<file path="src/rtl/maxpool_2x2_stream.sv">
// rtl/maxpool_2x2_stream.sv - streaming 2x2 stride-2 signed INT8 max-pool with bypass
module maxpool_2x2_stream #(
    parameter int MAX_WIDTH = 416,
    parameter int AW        = $clog2(MAX_WIDTH/2),
    parameter int DIMW      = $clog2(MAX_WIDTH+1)
) (
    input  logic                   clk,
    input  logic                   rst_n,
    input  logic [DIMW-1:0]        cfg_width,
    input  logic [DIMW-1:0]        cfg_height,
    input  logic                   pool_en,
    input  logic signed [7:0]      data_in,
    input  logic                   valid_in,
    output logic signed [7:0]      data_out,
    output logic                   valid_out,
    output logic                   frame_done
);

    logic [DIMW-1:0]   col;
    logic [DIMW-1:0]   row;
    logic [DIMW-1:0]   width_q;
    logic [DIMW-1:0]   height_q;
    logic              pool_q;
    logic signed [7:0] h_hold;
    logic signed [7:0] lb_rdata;
    logic signed [7:0] linebuf [0:MAX_WIDTH/2-1];

    logic              first;
    logic              pool_eff;
    logic [DIMW-1:0]   width_eff;
    logic [DIMW-1:0]   height_eff;
    logic              last_col;
    logic              last_row;
    logic [AW-1:0]     lb_addr;
    logic              lb_we;
    logic              lb_re;
    logic signed [7:0] h_max;
    logic signed [7:0] win_max;

    // Config is live on the first pixel of a frame, then taken from the captured copy.
    always_comb begin
        first      = (col == '0) && (row == '0);
        width_eff  = first ? cfg_width  : width_q;
        height_eff = first ? cfg_height : height_q;
        pool_eff   = first ? pool_en    : pool_q;
        last_col   = (col == width_eff  - DIMW'(1));
        last_row   = (row == height_eff - DIMW'(1));
        lb_addr    = col[AW:1];
        h_max      = (data_in > h_hold) ? data_in : h_hold;
        win_max    = (lb_rdata > h_max) ? lb_rdata : h_max;
        lb_we      = rst_n && valid_in && pool_eff && !row[0] &&  col[0];
        lb_re      = rst_n && valid_in && pool_eff &&  row[0] && !col[0];
    end

    // Writes happen only on even rows and reads only on odd rows, so they never collide.
    always_ff @(posedge clk) begin
        if (lb_we) begin
            linebuf[lb_addr] <= h_max;
        end
        if (lb_re) begin
            lb_rdata <= linebuf[lb_addr];
        end
    end

    always_ff @(posedge clk) begin
        if (!rst_n) begin
            col        <= '0;
            row        <= '0;
            width_q    <= '0;
            height_q   <= '0;
            pool_q     <= 1'b0;
            h_hold     <= '0;
            data_out   <= '0;
            valid_out  <= 1'b0;
            frame_done <= 1'b0;
        end else begin
            valid_out  <= 1'b0;
            frame_done <= 1'b0;
            if (valid_in) begin
                if (first) begin
                    width_q  <= cfg_width;
                    height_q <= cfg_height;
                    pool_q   <= pool_en;
                end
                frame_done <= last_col && last_row;
                if (last_col) begin
                    col <= '0;
                    row <= last_row ? '0 : row + DIMW'(1);
                end else begin
                    col <= col + DIMW'(1);
                end
                if (!pool_eff) begin
                    valid_out <= 1'b1;
                    data_out  <= data_in;
                end else if (!col[0]) begin
                    h_hold <= data_in;
                end else if (row[0]) begin
                    valid_out <= 1'b1;
                    data_out  <= win_max;
                end
            end
        end
    end

endmodule

</file>
<file path="config.mk">
export PLATFORM = sky130hd
export DESIGN_NAME = maxpool_2x2_stream
export DESIGN_NICKNAME = d
export VERILOG_FILES = /design/src/rtl/maxpool_2x2_stream.sv
export SDC_FILE = /design/constraint.sdc
export NUM_CORES = 2
export LEC_CHECK = 0
export CORE_MARGIN = 8
export CORE_UTILIZATION = 34
export CTS_BUF_LIST = sky130_fd_sc_hd__clkbuf_16
export DETAILED_ROUTE_END_ITERATION = 7
export SLEW_MARGIN = 15
export SYNTH_ARGS = -nofsm -noshare
export SYNTH_HDL_FRONTEND = slang
export SYNTH_SLANG_ARGS = --single-unit
</file>
<file path="constraint.sdc">
create_clock -name clk -period 13.45 [get_ports clk]
set_input_delay 4.035 -clock clk [delete_from_list [all_inputs] [get_ports clk]]
set_output_delay 4.035 -clock clk [all_outputs]
set_load 0.05 [all_outputs]
</file>
# Word level (Yosys, flattened, before mapping)
# Memory sizes are Yosys's and may differ from the RTL's. A register that Yosys moved wholly into a read port is not among the register bits.
# Index checks and enable logic that the tools add are counted.
dict set report classes {
  n_addsub 4
  n_mul 0
  div_mod_pow 0
  order_cmp 2
  n_eq_ne 4
  n_shift 0
  mux 15
  bitwise_logic 1
  n_reduce_logical 16
}
# operator count
set ops {}
lappend ops {{$mux 8} 5}
lappend ops {{$mux 9} 4}
lappend ops {{$add 9x1->9 const B} 2}
lappend ops {{$eq 9x9->1} 2}
lappend ops {{$logic_not 9->1} 2}
lappend ops {{$sub 9x1->9 const B} 2}
lappend ops {{$gt 8x8->1} 2}
lappend ops {{$logic_and 1x1->1} 8}
lappend ops {{$mux 1} 6}
lappend ops {{$reduce_and 3->1} 2}
lappend ops {{$ne 2x2->1 const B} 2}
lappend ops {{$reduce_and 2->1} 2}
lappend ops {{$logic_not 1->1} 2}
lappend ops {{$not 1->1} 1}
dict set report word_totals {
  regBits 55
  latchBits 0
  mem_bits_rw 1664
  mem_bits_ro 0
  in_bits 30
  out_inout_bits 10
  elab_cells 52
  n_memories 1
}
# name depth word_bits rd rd_ports_with_merged_regs write_ports line_no
set memory_table {}
lappend memory_table {linebuf 208 8 1 1 1 26} ;# logic signed [7:0] linebuf [0:MAX_WIDTH/2-1];

# Longest topological paths before layout
dict set report logic_depth {
  ltp_word 8
  mapped_depth 22
}

# Worst setup path after synthesis
# Ideal clock, no wire load.
dict set report synth_timing {
  path_type {input to register}
  from {input data_in[1]}
  to {register data_out[0]}
  setup_ns 0.131
  t_arrival_ns 11.037
  t_required_ns 13.319
  slack_ns 2.282
  cell_stages 21
  cell_sequence {ha_1 > nor2b_1 > o21a_1 > o21a_1 > o21ai_0 > nand2b_1 > a21oi_1 > nor4b_1 > a221o_1 > inv_1 > ha_1 > nor2b_1 > o21a_1 > o21a_1 > o21a_1 > o21a_1 > o21ai_0 > a21oi_1 > or3b_2 > clkbuf_1 > o221a_2}
}
dict set report synth_between {
  elab_chain_len 7
}
# item line_no
set synth_lines {}
lappend synth_lines {{from (decl)} 12} ;# input logic signed [7:0] data_in,
lappend synth_lines {{$gt 8x8->1} 49} ;# h_max = (data_in > h_hold) ? data_in : h_hold;
lappend synth_lines {{$mux 8 *} 49}
lappend synth_lines {{named net h_max[1]} 37} ;# logic signed [7:0] h_max;
lappend synth_lines {{$gt 8x8->1 *} 50} ;# win_max = (lb_rdata > h_max) ? lb_rdata : h_max;
lappend synth_lines {{$mux 8 *} 50}
lappend synth_lines {{$mux 8 *} 97} ;# end else if (row[0]) begin
lappend synth_lines {{$mux 8 *} 95} ;# end else if (!col[0]) begin
lappend synth_lines {{$mux 8 *} 92} ;# if (!pool_eff) begin
lappend synth_lines {{to (signal assigned)} 94} ;# data_out <= data_in;
lappend synth_lines {{to (signal assigned)} 99} ;# data_out <= win_max;
lappend synth_lines {{to (decl)} 14} ;# output logic signed [7:0] data_out,
# The timed path passes the listed nets; every way through them passes the cells marked *. The select of a mux whose other input is x is not followed.
# A chain may end at the register's enable or synchronous reset.

# Final worst setup path
dict set report layout_timing {
  from {input data_in[1]}
  to {register data_out[4]}
}
# Same word-level chain as after synthesis.

==> impl_metrics.csv <==
group,metric,value,unit
yosys,synth-edff-count,1672,
routing,vias_per_cell,5.32,
timing,fmax,110,MHz
power_and_ir_drop,ir_drop,0.140,mV
layout,drive_gt1_share,25.2,%
yosys,syn_nets,3266,
layout,syn_to_final_growth,13.3,%
critical_path,worstPathRequired,14.13,ns
clock_tree,path_clk_slew,0.06,ns
layout,multiInputGateArea,0.0165,mm2
critical_path,crit_buf_inv,2,
clock_tree,insertion_delay,0.81,ns
critical_path,path_cells,"clkdlybuf4s50_1, ha_1, nor2b_1, o21a_1, o21a_1, o21ai_0, nand2b_1, a21oi_1, nor4b_2, a221o_4, inv_1, ha_1, nor2b_1, o21a_1, o21a_1, o21a_1, o21a_1, o21ai_0, a21oi_1, or3b_2, o221a_2",
job,cap_viol_max_count,0,
die,die_area,0.216,mm2
clock_tree,cts_setup_buffers,0,
power_and_ir_drop,leakage,23.2,nW
yosys,yosysTopAreaCell,"edfxtp_1",
yosys,yosys-top-cells-area,"edfxtp_1 (73%), mux4_2 (17%), dfxtp_1 (1.6%)",
timing,tns,0,ns
status,run_status,"finished, final reports clean",
critical_path,cp-start-kind,"primary input",
routing,drtPass1Iterations,5,
die,std_cell_rows,164,
yosys,ys_warn_count,0,
timing,timing.final.crit_share,67.7,%
power_and_ir_drop,p_per_area,147,mW/mm2
yosys,ys_seq_area_share,74.9,%
die,start_util,34.2,%
yosys,synth_cell_types,68,
yosys,synth.ff_latch_count,1727,
clock_tree,numCtsBuffers,170,
clock_tree,clkSinkCount,1727,
placed_design,place_hpwl,98.2,mm
routing,vias,32500,
yosys,avgSynthCellArea,21.3,um2
timing,slew_headroom,19.4,%
die,dieHeight,465,um
yosys,syn_area,0.0685,mm2
layout,layout_commonest_cell,"edfxtp_1",
yosys,synthesis.instances,3214,
critical_path,crit_path_max_incr_delay,0.94,ns
die,core_area,0.200,mm2
layout,layout_common_cells,"edfxtp_1 (1672), mux4_2 (531), nor2_1 (257), clkbuf_16 (171), nand2_1 (92)",
timing,fin_crit,9.10,ns
clock_tree,clockBufferDepth,3,
global_route,grt_pass1_wl,238,mm
critical_path,cp_max_fo,66,
timing,finClkSkew,0.0256,ns
placed_design,gp_congestion,0.796,
timing,whs,0.502,ns
hold_path,hold_path.class,"reg2reg",
global_route,grt_max_degree,112,
clock_tree,ctsHoldBuffers,0,
clock_tree,cts_tree,"built",
timing,setup_violations,0,
global_route,grtUsageTotal,14.8,%
critical_path,cp_top_family,"compound AO/OA/AOI/OAI gates",
timing,final_hold_viol_count,0,
routing,wirelength,162,mm
die,io_pins,40,
critical_path,crit_top_cell,"o21a_1",
global_route,grt-ovfl-total,0,
layout,seq_area,0.0513,mm2
routing,routedWlPerCell,26.6,um
yosys,synth_ff_type,"edfxtp_1",
yosys,ys_async_sr_fraction,0,%
routing,drc,0,
timing,worst_pin_slew,1.21,ns
clock_tree,cts-htree-levels,4,
clock_tree,postCtsResizedCells,0,
layout,fin_nets,3356,
global_route,first_global_vias,33200,
yosys,synth_top_area_share,73.3,%
routing,antenna_left,0,
critical_path,cp_slowest_cell,"nor4b_2",
critical_path,worstPathArrival,9.78,ns
clock_tree,cts_root_buf,"clkbuf_16",
layout,fillerInstances,17800,
critical_path,setup.worst_path.end_class,"flop",
timing,rsz0062_at_grt,"no",
timing,maxSlewViolCount,0,
die,fp.dieW,465,um
placed_design,port_buffers,39,
critical_path,critPathKind,"in2reg",
routing,drt_iter0_markers,3163,
global_route,grt_antenna_before_repair,2,
layout,antennaDiodeCount,0,
-- registers in the layout, summed over array words and instances, names as in the netlist --
| name | flops |
|---|---|
| data_out | 8 |
| row | 9 |
| valid_out | 1 |
| width_q | 9 |
| col | 9 |
| pool_q | 1 |
| h_hold | 8 |
| lb_rdata | 8 |
| frame_done | 1 |
| height_q | 9 |
| linebuf | 1664 |
-- cell usage after synthesis, types with 3 or more instances --
| cell | count |
|---|---|
| a221o_1 | 10 |
| nor2_1 | 259 |
| xor2_1 | 14 |
| o21ai_1 | 4 |
| mux2i_1 | 28 |
| a21oi_1 | 20 |
| o21a_1 | 10 |
| or4_1 | 8 |
| xnor2_1 | 23 |
| nor3_1 | 19 |
| buf_2 | 12 |
| o22ai_1 | 7 |
| mux4_2 | 531 |
| nor2b_1 | 20 |
| o211a_1 | 6 |
| a31oi_1 | 7 |
| nand4_1 | 19 |
| nand3_1 | 39 |
| a22o_1 | 10 |
| buf_1 | 59 |
| nor4_1 | 13 |
| a21boi_0 | 15 |
| or3_1 | 6 |
| ha_1 | 22 |
| inv_1 | 27 |
| o221a_2 | 16 |
| o211ai_1 | 6 |
| nand2_1 | 92 |
| dfxtp_1 | 55 |
| a221oi_1 | 3 |
| buf_6 | 3 |
| edfxtp_1 | 1672 |
| o21ai_0 | 15 |
| mux2_2 | 4 |
| clkbuf_1 | 102 |
| and3_1 | 7 |
| nand2b_1 | 8 |
-- final cells by class --
type	instances	area share (%)
well taps	2656	4.28
clock buffers	171	5.51
multi-input cells	1281	21.2
repair buffers	95	1.17
inverters	29	0.140
clock inverters	143	1.52
flip-flops and latches	1727	66.1
-- worst paths after layout --
path / from / to / slack [ns] / cells after the start
min: height_q[5]$_SDFFE_PN0P_ / height_q[5]$_SDFFE_PN0P_ / 0.50 / 2
max: data_in[1] / data_out[4]$_SDFFE_PN0P_ / 4.35 / 21
max reg2reg: h_hold[1]$_SDFFE_PN0P_ / data_out[4]$_SDFFE_PN0P_ / 7.71 / 21
min reg2reg: height_q[5]$_SDFFE_PN0P_ / height_q[5]$_SDFFE_PN0P_ / 0.50 / 2
-- worst min-delay path, cell delays in order (launching register included) --
cell and delay, ns:
dfxtp_1 0.33, nand2_1 0.05, a21boi_0 0.07
-- per-stage QoR --
stage / std cells / total power [mW] / instance area [um2] / setup slack (ns) / util (%)
2_1_floorplan: 3214 / 6.65 / 68500 / 2.28 / -
5_1_grt: 6102 / 11.7 / 77600 / 4.00 / 38.8
4_1_cts: 6101 / 11.5 / 77600 / 4.22 / 38.8
3_3_place_gp: 5787 / 6.85 / 72100 / 3.37 / 36.0
6_report: 6102 / 11.4 / 77600 / 4.35 / 38.8
3_5_place_dp: 5787 / 6.87 / 72100 / 3.37 / 36.0
-- report_power, final --
group          switching, mW  internal (mW)
registers             0.0138           6.09
clock network           2.03           2.65
logic                  0.440          0.201
-- cells by family after synthesis --
| group | after synthesis | synth area share (%) |
|---|---|---|
| AND/OR/NAND/NOR | 514 | 3.46 |
| flip-flops | 1727 | 74.9 |
| XOR/XNOR | 37 | 0.473 |
| buffers and inverters | 206 | 1.19 |
| adder cells (fa/ha/maj) | 22 | 0.402 |
| AO/OA/AOI/OAI | 145 | 1.64 |
| multiplexers | 563 | 17.9 |
-- routing by layer --
| metal | part of all wire (%) | GRT usage, % | wire [um] | vias to the layer above |
|---|---|---|---|---|
| met5 | 0 | 0 | 0 | - |
| met2 | 49 | 24.4 | 80000 | 1085 |
| met3 | 6.2 | 2.50 | 10000 | 252 |
| li1 | - | - | - | 13700 |
| met1 | 42 | 20.2 | 68000 | 17500 |
| met4 | 2.7 | 4.33 | 4360 | 0 |
Note: power is estimated with default switching activity, not from simulation.
